File: src/rtl/pc_pkg.sv
// Shared types and encodings for the PC fetch unit: FSM states, next-PC
// select codes and a small decode helper.
package pc_pkg;

    // Fetch sequencer states.
    typedef enum logic [1:0] {
        ST_IDLE  = 2'b00,
        ST_FETCH = 2'b01,
        ST_READY = 2'b10
    } state_t;

    // Next-PC select encodings; the fourth code (2'b11) behaves as sequential.
    localparam logic [1:0] SEL_SEQ = 2'b00;
    localparam logic [1:0] SEL_BR  = 2'b01;
    localparam logic [1:0] SEL_JMP = 2'b10;

    // True when the select code takes its next PC from the target input.
    function automatic logic is_redirect(input logic [1:0] sel);
        return (sel == SEL_BR) || (sel == SEL_JMP);
    endfunction

endpackage : pc_pkg

File: src/rtl/pc_fetch_unit_if.sv
// Instruction-memory request/acknowledge bus between the fetch unit
// (master) and the instruction memory (slave).
interface pc_fetch_unit_if #(
    parameter int unsigned XLEN = 32
) ();

    logic            imem_req;
    logic [XLEN-1:0] imem_addr;
    logic            imem_ack;
    logic [XLEN-1:0] imem_rdata;

    modport master (
        output imem_req,
        output imem_addr,
        input  imem_ack,
        input  imem_rdata
    );

    modport slave (
        input  imem_req,
        input  imem_addr,
        output imem_ack,
        output imem_rdata
    );

endinterface : pc_fetch_unit_if

File: src/rtl/pc_next_mux.sv
// Combinational next-PC selection: sequential increment (wrapping modulo
// 2^XLEN) or branch/jump target, plus the alignment check on redirects.
module pc_next_mux
    import pc_pkg::*;
#(
    parameter int unsigned XLEN = 32,
    parameter int unsigned INC  = 4
) (
    input  logic [XLEN-1:0] pc,
    input  logic [1:0]      sel,
    input  logic [XLEN-1:0] target,
    output logic [XLEN-1:0] next_pc,
    output logic            misaligned
);

    // INC is a power of two, so the low bits that must be zero on a redirect
    // are exactly INC-1.
    localparam logic [XLEN-1:0] ALIGN_MASK = XLEN'(INC - 1);
    localparam logic [XLEN-1:0] STEP       = XLEN'(INC);

    // Pick the next PC and flag a redirect whose target is not INC-aligned.
    always_comb begin
        // NOTE: every output gets a default before any branch so no path can
        // leave it unassigned and infer a latch.
        next_pc    = pc + STEP;
        misaligned = 1'b0;
        if (is_redirect(sel)) begin
            next_pc    = target;
            misaligned = |(target & ALIGN_MASK);
        end
    end

endmodule : pc_next_mux

File: src/rtl/pc_fetch_unit.sv
// Program-counter fetch unit: IDLE -> FETCH -> READY sequencer that fetches
// the instruction at pc_out, latches it into ir, and on request advances
// sequentially, redirects, or traps to TRAP_VEC (saving the PC in epc).
module pc_fetch_unit
    import pc_pkg::*;
#(
    parameter int unsigned     XLEN      = 32,
    parameter logic [XLEN-1:0] RESET_VEC = 32'h0000_0000,
    parameter logic [XLEN-1:0] TRAP_VEC  = 32'h0000_0080,
    parameter int unsigned     INC       = 4
) (
    input  logic            clk,
    input  logic            rst,
    input  logic            enable,
    input  logic [1:0]      sel,
    input  logic [XLEN-1:0] target,
    input  logic            trap,
    pc_fetch_unit_if.master imem,
    output logic [XLEN-1:0] pc_out,
    output logic [XLEN-1:0] ir,
    output logic            ir_valid,
    output logic [XLEN-1:0] epc,
    output logic            misalign
);

    state_t          state;
    state_t          state_nxt;

    logic [XLEN-1:0] next_pc;
    logic            next_misaligned;

    logic            pc_load;
    logic [XLEN-1:0] pc_d;
    logic            epc_load;
    logic            ir_load;
    logic            misalign_nxt;

    pc_next_mux #(
        .XLEN (XLEN),
        .INC  (INC)
    ) u_next_mux (
        .pc         (pc_out),
        .sel        (sel),
        .target     (target),
        .next_pc    (next_pc),
        .misaligned (next_misaligned)
    );

    // State register; reset parks the sequencer in IDLE without waiting for clk.
    always_ff @(posedge clk or posedge rst) begin
        // NOTE: sequential state uses non-blocking assignments so every
        // register samples pre-edge values regardless of block ordering.
        if (rst) begin
            state <= ST_IDLE;
        end else begin
            state <= state_nxt;
        end
    end

    // Next-state decode and register load controls.
    always_comb begin
        state_nxt    = state;
        pc_load      = 1'b0;
        pc_d         = pc_out;
        epc_load     = 1'b0;
        ir_load      = 1'b0;
        misalign_nxt = 1'b0;

        unique case (state)
            ST_IDLE: begin
                state_nxt = ST_FETCH;
            end

            ST_FETCH: begin
                // Request and address stay put until memory acknowledges.
                if (imem.imem_ack) begin
                    ir_load   = 1'b1;
                    state_nxt = ST_READY;
                end
            end

            ST_READY: begin
                if (trap) begin
                    // External trap wins over any pending advance.
                    epc_load  = 1'b1;
                    pc_load   = 1'b1;
                    pc_d      = TRAP_VEC;
                    state_nxt = ST_FETCH;
                end else if (enable) begin
                    pc_load   = 1'b1;
                    state_nxt = ST_FETCH;
                    if (next_misaligned) begin
                        // A misaligned redirect becomes a trap and raises
                        // the one-cycle misalign pulse.
                        epc_load     = 1'b1;
                        pc_d         = TRAP_VEC;
                        misalign_nxt = 1'b1;
                    end else begin
                        pc_d = next_pc;
                    end
                end
            end

            default: begin
                state_nxt = ST_IDLE;
            end
        endcase
    end

    // Architectural registers: PC, instruction, exception PC, misalign pulse.
    always_ff @(posedge clk or posedge rst) begin
        if (rst) begin
            pc_out   <= RESET_VEC;
            ir       <= '0;
            epc      <= '0;
            misalign <= 1'b0;
        end else begin
            if (pc_load) begin
                pc_out <= pc_d;
            end
            if (ir_load) begin
                ir <= imem.imem_rdata;
            end
            if (epc_load) begin
                epc <= pc_out;
            end
            misalign <= misalign_nxt;
        end
    end

    // Bus and status outputs decoded directly from state, so reset clears
    // them immediately.
    assign imem.imem_req  = (state == ST_FETCH);
    assign imem.imem_addr = pc_out;
    assign ir_valid       = (state == ST_READY);

endmodule : pc_fetch_unit
File: src/flat_wrapper.sv
// flat-port wrapper written by rule: the top's interface ports become plain ports
module pc_fetch_unit_flat import pc_pkg::*;
#(
    parameter int unsigned     XLEN      = 32,
    parameter logic [XLEN-1:0] RESET_VEC = 32'h0000_0000,
    parameter logic [XLEN-1:0] TRAP_VEC  = 32'h0000_0080,
    parameter int unsigned     INC       = 4
)
  (clk, rst, enable, sel, target, trap, pc_out, ir, ir_valid, epc, misalign, imem_imem_req, imem_imem_addr, imem_imem_ack, imem_imem_rdata);
  pc_fetch_unit_if #(.XLEN(XLEN)) imem_i ();
  input  logic clk;
  input  logic rst;
  input  logic enable;
  input  logic [1:0] sel;
  input  logic [XLEN-1:0] target;
  input  logic trap;
  output logic [XLEN-1:0] pc_out;
  output logic [XLEN-1:0] ir;
  output logic ir_valid;
  output logic [XLEN-1:0] epc;
  output logic misalign;
  output wire logic [$bits(imem_i.imem_req)-1:0] imem_imem_req;
  output wire logic [$bits(imem_i.imem_addr)-1:0] imem_imem_addr;
  input wire logic [$bits(imem_i.imem_ack)-1:0] imem_imem_ack;
  input wire logic [$bits(imem_i.imem_rdata)-1:0] imem_imem_rdata;
  assign imem_imem_req = imem_i.imem_req;
  assign imem_imem_addr = imem_i.imem_addr;
  assign imem_i.imem_ack = imem_imem_ack;
  assign imem_i.imem_rdata = imem_imem_rdata;
  pc_fetch_unit #(.XLEN(XLEN), .RESET_VEC(RESET_VEC), .TRAP_VEC(TRAP_VEC), .INC(INC)) u_core (.clk(clk), .rst(rst), .enable(enable), .sel(sel), .target(target), .trap(trap), .imem(imem_i), .pc_out(pc_out), .ir(ir), .ir_valid(ir_valid), .epc(epc), .misalign(misalign));
endmodule
File: config.mk
export PLATFORM = sky130hd
export DESIGN_NAME = pc_fetch_unit_flat
export DESIGN_NICKNAME = d
export VERILOG_FILES = /design/src/rtl/pc_pkg.sv /design/src/rtl/pc_fetch_unit_if.sv /design/src/rtl/pc_next_mux.sv /design/src/rtl/pc_fetch_unit.sv /design/src/flat_wrapper.sv
export SDC_FILE = /design/constraint.sdc
export NUM_CORES = 1
export LEC_CHECK = 0
export CORE_ASPECT_RATIO = 1.75
export CORE_MARGIN = 2
export CORE_UTILIZATION = 40
export DETAILED_ROUTE_END_ITERATION = 7
export PLACE_DENSITY = 0.8
export SETUP_SLACK_MARGIN = 0.1
export SLEW_MARGIN = 10
export SYNTH_ARGS = -nofsm -noshare
export SYNTH_HDL_FRONTEND = slang
export SYNTH_SLANG_ARGS = --single-unit
File: constraint.sdc
create_clock -name clk -period 3.5 [get_ports clk]
set_clock_uncertainty 0.15 [all_clocks]
set_input_delay 0.35 -clock clk [delete_from_list [all_inputs] [get_ports clk]]
set_output_delay 0.35 -clock clk [all_outputs]
set_load 0.02 [all_outputs]
Word-level counts from Yosys, hierarchy flattened
Index checks and enable logic that the tools add are counted.
{"block": "word_totals", "register_bits": 99, "inputBits": 71, "output_inout_bits": 131, "word_cells": 38}
{"block": "op_classes", "add_sub_neg": 1, "n_eq_ne": 6, "muxes": 20, "n_reduce_logical": 6}
{"cell": "$mux W32", "n": 4}
{"cell": "$add A32 B3 Y32 const B", "n": 1}
{"cell": "$mux W1", "n": 12}
{"cell": "$mux W2", "n": 3}
{"cell": "$pmux W2 S3", "n": 1}
{"cell": "$eq A2 B1 Y1 const B", "n": 2}
{"cell": "$eq A2 B2 Y1 const B", "n": 2}
{"cell": "$ne A3 B3 Y1 const B", "n": 1}
{"cell": "$reduce_and A3 Y1", "n": 1}
{"cell": "$logic_not A2 Y1", "n": 1}
{"cell": "$ne A2 B1 Y1 const B", "n": 1}
{"cell": "$reduce_and A2 Y1", "n": 1}
{"cell": "$reduce_bool A2 Y1", "n": 1}
{"cell": "$reduce_or A2 Y1", "n": 1}
{"cell": "$logic_or A1 B1 Y1", "n": 1}

Logic depth before layout (Yosys ltp)
{"block": "depth", "word_depth": 7, "mapped_depth": 7, "mapped_depth_nobuf": 6}

Hierarchy
From an unflattened synthesis, not the netlist that was laid out.
{"block": "hier_totals", "cells_unflattened": 494, "area_unflattened_um2": 5213.8}
{"mod": "pc_fetch_unit", "instances": 1, "cells_each": 325, "area_each_um2": 4215.3, "seq_area_each_um2": 2477.4}
{"mod": "pc_next_mux", "instances": 1, "cells_each": 169, "area_each_um2": 998.5, "seq_area_each_um2": 0.0}

Least setup slack after synthesis
No wires, ideal clock.
{"block": "synth_timing", "path_kind": "register -> register", "startpoint": "register u_core.pc_out[2] (netlist: u_core.imem.imem_addr[2])", "endpoint": "register u_core.pc_out[26] (netlist: u_core.imem.imem_addr[26])", "setup_ps": 69, "arrival_ps": 1858, "required_time_ps": 3281, "path_slack_ps": 1423, "stages_incl_launch_ff": 7, "path_buffers": 0, "synth_period_minus_slack_ps": 2077, "path_cell_list": "dfrtp_1 > ha_1 > nand3_1 > nor2_1 > nand4_1 > or4b_1 > nand3_1"}
{"block": "synth_between", "elab_chain_len": 5}
{"item": "from (decl)", "line": "pc_fetch_unit.sv:19", "source": "output logic [XLEN-1:0] pc_out,"}
{"item": "from (signal assigned)", "line": "pc_fetch_unit.sv:119", "source": "pc_out <= pc_d;"}
{"item": "$add A32 B3 Y32", "line": "pc_next_mux.sv:25", "source": "next_pc = pc + STEP;"}
{"item": "$mux W32", "line": "pc_next_mux.sv:27", "source": "if (is_redirect(sel)) begin"}
{"item": "$mux W32", "line": "pc_fetch_unit.sv:92", "source": "if (next_misaligned) begin"}
{"item": "$mux W32", "line": "pc_fetch_unit.sv:89", "source": "end else if (enable) begin"}
{"item": "$mux W32", "line": "pc_fetch_unit.sv:83", "source": "if (trap) begin"}
Every way passes these cells. The select of a mux whose other input is x is not followed.
A chain may end at the register's enable or synchronous reset.

Worst setup path after layout
{"block": "layout_timing", "startpoint": "input sel[1]", "endpoint": "register u_core.pc_out[23] (netlist: u_core.imem.imem_addr[23])"}
{"block": "layout_between", "elab_chain_len": 6, "elab_cells_between_ends": 8, "classes_between": "eq/ne: 2; mux: 5; reduce/logical: 1"}
{"item": "from (decl)", "line": "flat_wrapper.sv:14", "source": "input logic [1:0] sel;"}
{"item": "$eq A2 B1 Y1 or $eq A2 B2 Y1 (tied branches)", "line": "pc_pkg.sv:19", "source": "return (sel == SEL_BR) || (sel == SEL_JMP);"}
{"item": "$logic_or A1 B1 Y1 (*)", "line": "pc_pkg.sv:19"}
{"item": "$mux W32 or $mux W1 (tied branches)", "line": "pc_next_mux.sv:27"}
{"item": "$mux W32 (*)", "line": "pc_fetch_unit.sv:92"}
{"item": "$mux W32 (*)", "line": "pc_fetch_unit.sv:89"}
{"item": "$mux W32 (*)", "line": "pc_fetch_unit.sv:83"}
Mark *: on every way between the ends. The rest lies on a longest branch, timed or not. The select of a mux whose other input is x is not followed.

==> results by group <==
GRT
  • Antenna violations before repair: 0
  • Global-route wire length before repair: 21770 µm
  • Total grt overflow: 0
  • Overall routing resource usage: 21.78%
  • Largest net degree at the start of global routing: 68
  • Vias in the first global route: around 4300

Clock network
  • H-tree depth: 3
  • TritonCTS Buffers: 9
  • CTS resizes: 0
  • CTS clk-pin slew, worst paths: approximately 0.070 ns
  • # Post-CTS Setup Buffers: 0
  • CTS Buffer Depth: 2
  • Clk root buf: clkbuf_16
  • TritonCTS clock tree: done
  • Clock sink count: 99
  • # hold bufs at CTS: 0
  • Clock latency on the worst-skew pair: 0.35 ns

Setup path
  • CP required: 3.63 ns
  • R2r worst-path depth: 6
  • Critical path cell sequence: clkdlybuf4s50_1 -> xnor2_1 -> nand2_1 -> or4_1 -> nand3_1
  • Critical path buffer and inverter count: 1
  • CP max-delay cell: or4_1
  • CP Data Arrival Time: around 2.6 ns
  • CP peak stage delay: 0.63 ns
  • Crit. End Element: flop
  • Worst R2R Setup Slack: 1.10 ns
  • Startpoint types: input pin
  • Crit path max-delay family: simple AND/OR/NAND/NOR gates
  • Crit Path Class: in -> reg
  • Reg2reg start: u_core.imem.imem_addr[2]$_DFFE_PP0P_
  • Critical path depth: 5
  • Crit Reg-Reg Endpoint: u_core.imem.imem_addr[30]$_DFFE_PP0P_
  • Crit path max fanout: 20

Final layout
  • # nets final: 670
  • Finished Cell Area: between 0.007 and 0.008 mm²
  • Layout cells sized above 1: ~17%
  • Post-Layout Cell Count: 738
  • Number of inserted diodes: 0
  • Area Growth Syn to Fin: 47.07%

Placed design
  • IO Port Bufs: 201
  • GPL Wtd Cong: 0.8345
  • Final HPWL DP: 10380 µm
  • Pre-CTS setup slack: between 0.7 and 0.8 ns
  • Placed Cells: 722
  • Cell Area, Placed: 0.006751 mm²

Logic synthesis
  • Cells after synthesis: about 430
  • Yosys cell types: 46
  • Most common flop cell mapped by yosys: dfrtp_1
  • Post-synth top area share: 51.81%
  • Total nets after synthesis: around 500
  • Asr flop ratio synth: 100.0%
  • Ranking of synthesized cells by area: dfrtp_1 (52%), mux2_2 (15%), buf_4 (5.0%), o21ai_0 (3.6%), nand2_1 (2.6%)
  • Yosys warnings: 0
  • Cell area after synthesis: 0.004782 mm²
  • Mapped Avg Cell Area: 11.23 µm²
  • #FFs+latches synth: 99
  • Synth top cells by count: dfrtp_1 (99), mux2_2 (64), o21ai_0 (34)
  • Sequential cell area fraction in the yosys report: 51.81%
  • EDFF count, synth: 0
  • Most frequent cell after synthesis: dfrtp_1
  • Cell accounting for the most synthesized area: dfrtp_1

Floorplanning
  • Starting Density: 41.06%
  • # rows: 52
  • Die H: 148.6 µm
  • Boundary pin count: 202
  • Placeable Area: approximately 0.012 mm²
  • Die area: 0.01288 mm²
  • Die extent in x: 86.66 µm

Pwr
  • Switch share: around 36%
  • PD cells: 649.7 mW/mm²
  • Sw power: 1.627 mW
  • Worst VDD drop: 0.0004608 V
  • Pwr Total: 4.569 mW
  • Comb pwr share: 41.1%
  • Internal: ~2.9 mW
  • Reg power frac: between 30% and 40%
  • Leakage: 2.913 nW
  • Clock network power share: 20.8%

Routing
  • Remaining DRCs: 0
  • DRT Pass-1 Iters: 4
  • Vias/cell: around 5.5
  • Antenna-violating nets left: 0
  • WL/cell: 18.65 µm
  • DRT iter0 DRCs: approximately 290
  • Via total after detailed routing: between 4000 and 5000
  • Routed WL: between 10000 and 15000 µm

Outcome
  • Status: completed

STA
  • Fin Setup TNS: 0 ns
  • Maximum clock frequency: roughly 400 MHz
  • Setup violators final: 0
  • Unrepaired setup endpoints after global routing: false
  • Slew headroom: 44.23%
  • Crit path time final: 2.446 ns
  • Fin worst setup slack: 1.054 ns
  • Final Cycle Share: 69.90%
  • Fin. max-slew vios: 0
  • Tightest Pin Transition: 0.8366 ns
  • Hold Fails Final Rpt: 0

Worst hold path
  • Hold Crit Class: in -> async

Run
  • Number of max-cap violations: 0
-- area by class of cell --
| class | instances | area (µm²) |
|---|---|---|
| Fill cell | 934 | 4613 |
| Sequential cell | 99 | 2477 |
| Timing Repair Buffer | 211 | 2100 |
| Multi-Input combinational cell | 275 | 1996 |
| Clock buffer | 9 | 225.2 |
| Tap cell | 135 | 168.9 |
| Clock inverter | 7 | 56.30 |
| Inverter | 2 | 10.01 |
-- power by group through the flow --
stage	registers (mW)	clock network [mW]	logic, mW
floorplan	2.09	0	0.604
global placement	1.73	0	1.86
detailed placement	1.77	0	1.89
CTS	1.74	0.976	1.90
global route	1.79	1.04	1.98
finish	1.74	0.952	1.88
-- cells by family after synthesis --
logic type	count (synthesis)	share of synthesized area (%)
multiplexers	68	15.91
buffers and inverters	52	6.777
XOR/XNOR	2	0.3664
adder cells (fa/ha/maj)	1	0.2616
flip-flops	99	51.81
AO/OA/AOI/OAI	80	10.47
AND/OR/NAND/NOR	124	14.42
-- worst reg2reg max path, delay by kind of cell, from the launching register on --
family | cells | cell delay [ns]
AND/OR/NAND/NOR | 3 | 0.94
AO/OA/AOI/OAI | 1 | 0.27
flip-flops | 1 | 0.47
multiplexers | 1 | 0.18
adder cells (fa/ha/maj) | 1 | 0.25
-- sequential cells by signal (all words and copies together), names as in the netlist --
register and count:
u_core.imem.imem_addr 32, u_core.epc 32, u_core.ir 32, u_core.misalign 1
u_core.state 2
-- through the flow --
| stage | hold WS, ns | util [%] |
|---|---|---|
| finish | 0.3558 | 60.39 |
| global route | 0.3730 | 60.39 |
| floorplan | 0.3157 | - |
| global placement | 0.3383 | 57.97 |
| CTS | 0.3593 | 60.39 |
| detailed placement | 0.3434 | 57.97 |
-- routing by layer --
layer / track usage, % / vias up / routed length (µm)
met5: 0 / - / 0
met4: 8.516 / 0 / 299
met3: 5.882 / 27 / 914
met2: 39.54 / 173 / 7733
met1: 23.49 / 1997 / 4816
li1: - / 1894 / -
-- worst max path at each step --
| stage | start | endpoint |
|---|---|---|
| 5_1_grt | sel[1] | u_core.imem.imem_addr[13]$_DFFE_PP0P_ |
| 6_report | sel[1] | u_core.imem.imem_addr[23]$_DFFE_PP0P_ |
| 3_3_place_gp | sel[1] | u_core.imem.imem_addr[23]$_DFFE_PP0P_ |
| 2_1_floorplan | rst | u_core.epc[0]$_DFFE_PP0P_ |
| 4_1_cts | sel[1] | u_core.imem.imem_addr[23]$_DFFE_PP0P_ |
| 3_5_place_dp | sel[1] | u_core.imem.imem_addr[23]$_DFFE_PP0P_ |
-- cell usage in the layout (no fill, tap or decap), drive strengths merged, types with 2 or more instances in the layout --
cell	synthesis	routed
buf	43	10
and3	7	7
clkdlybuf4s50	0	201
clkbuf	7	9
or3	3	3
nor4	6	6
nand2	34	34
dfrtp	99	99
a41oi	3	3
a221o	3	3
o211ai	3	3
or4	2	2
nor3	7	7
o21ai	34	34
a31oi	7	7
nor2b	2	2
nor3b	3	3
and2	3	3
a22oi	6	6
mux2	64	64
or4b	2	2
clkinv	0	2
o311ai	7	7
nand3	17	17
nor2	19	19
nand4	13	13
and4	3	3
a21oi	12	12
mux2i	4	4
inv	2	6
Note: power is estimated with default switching activity, not from simulation.
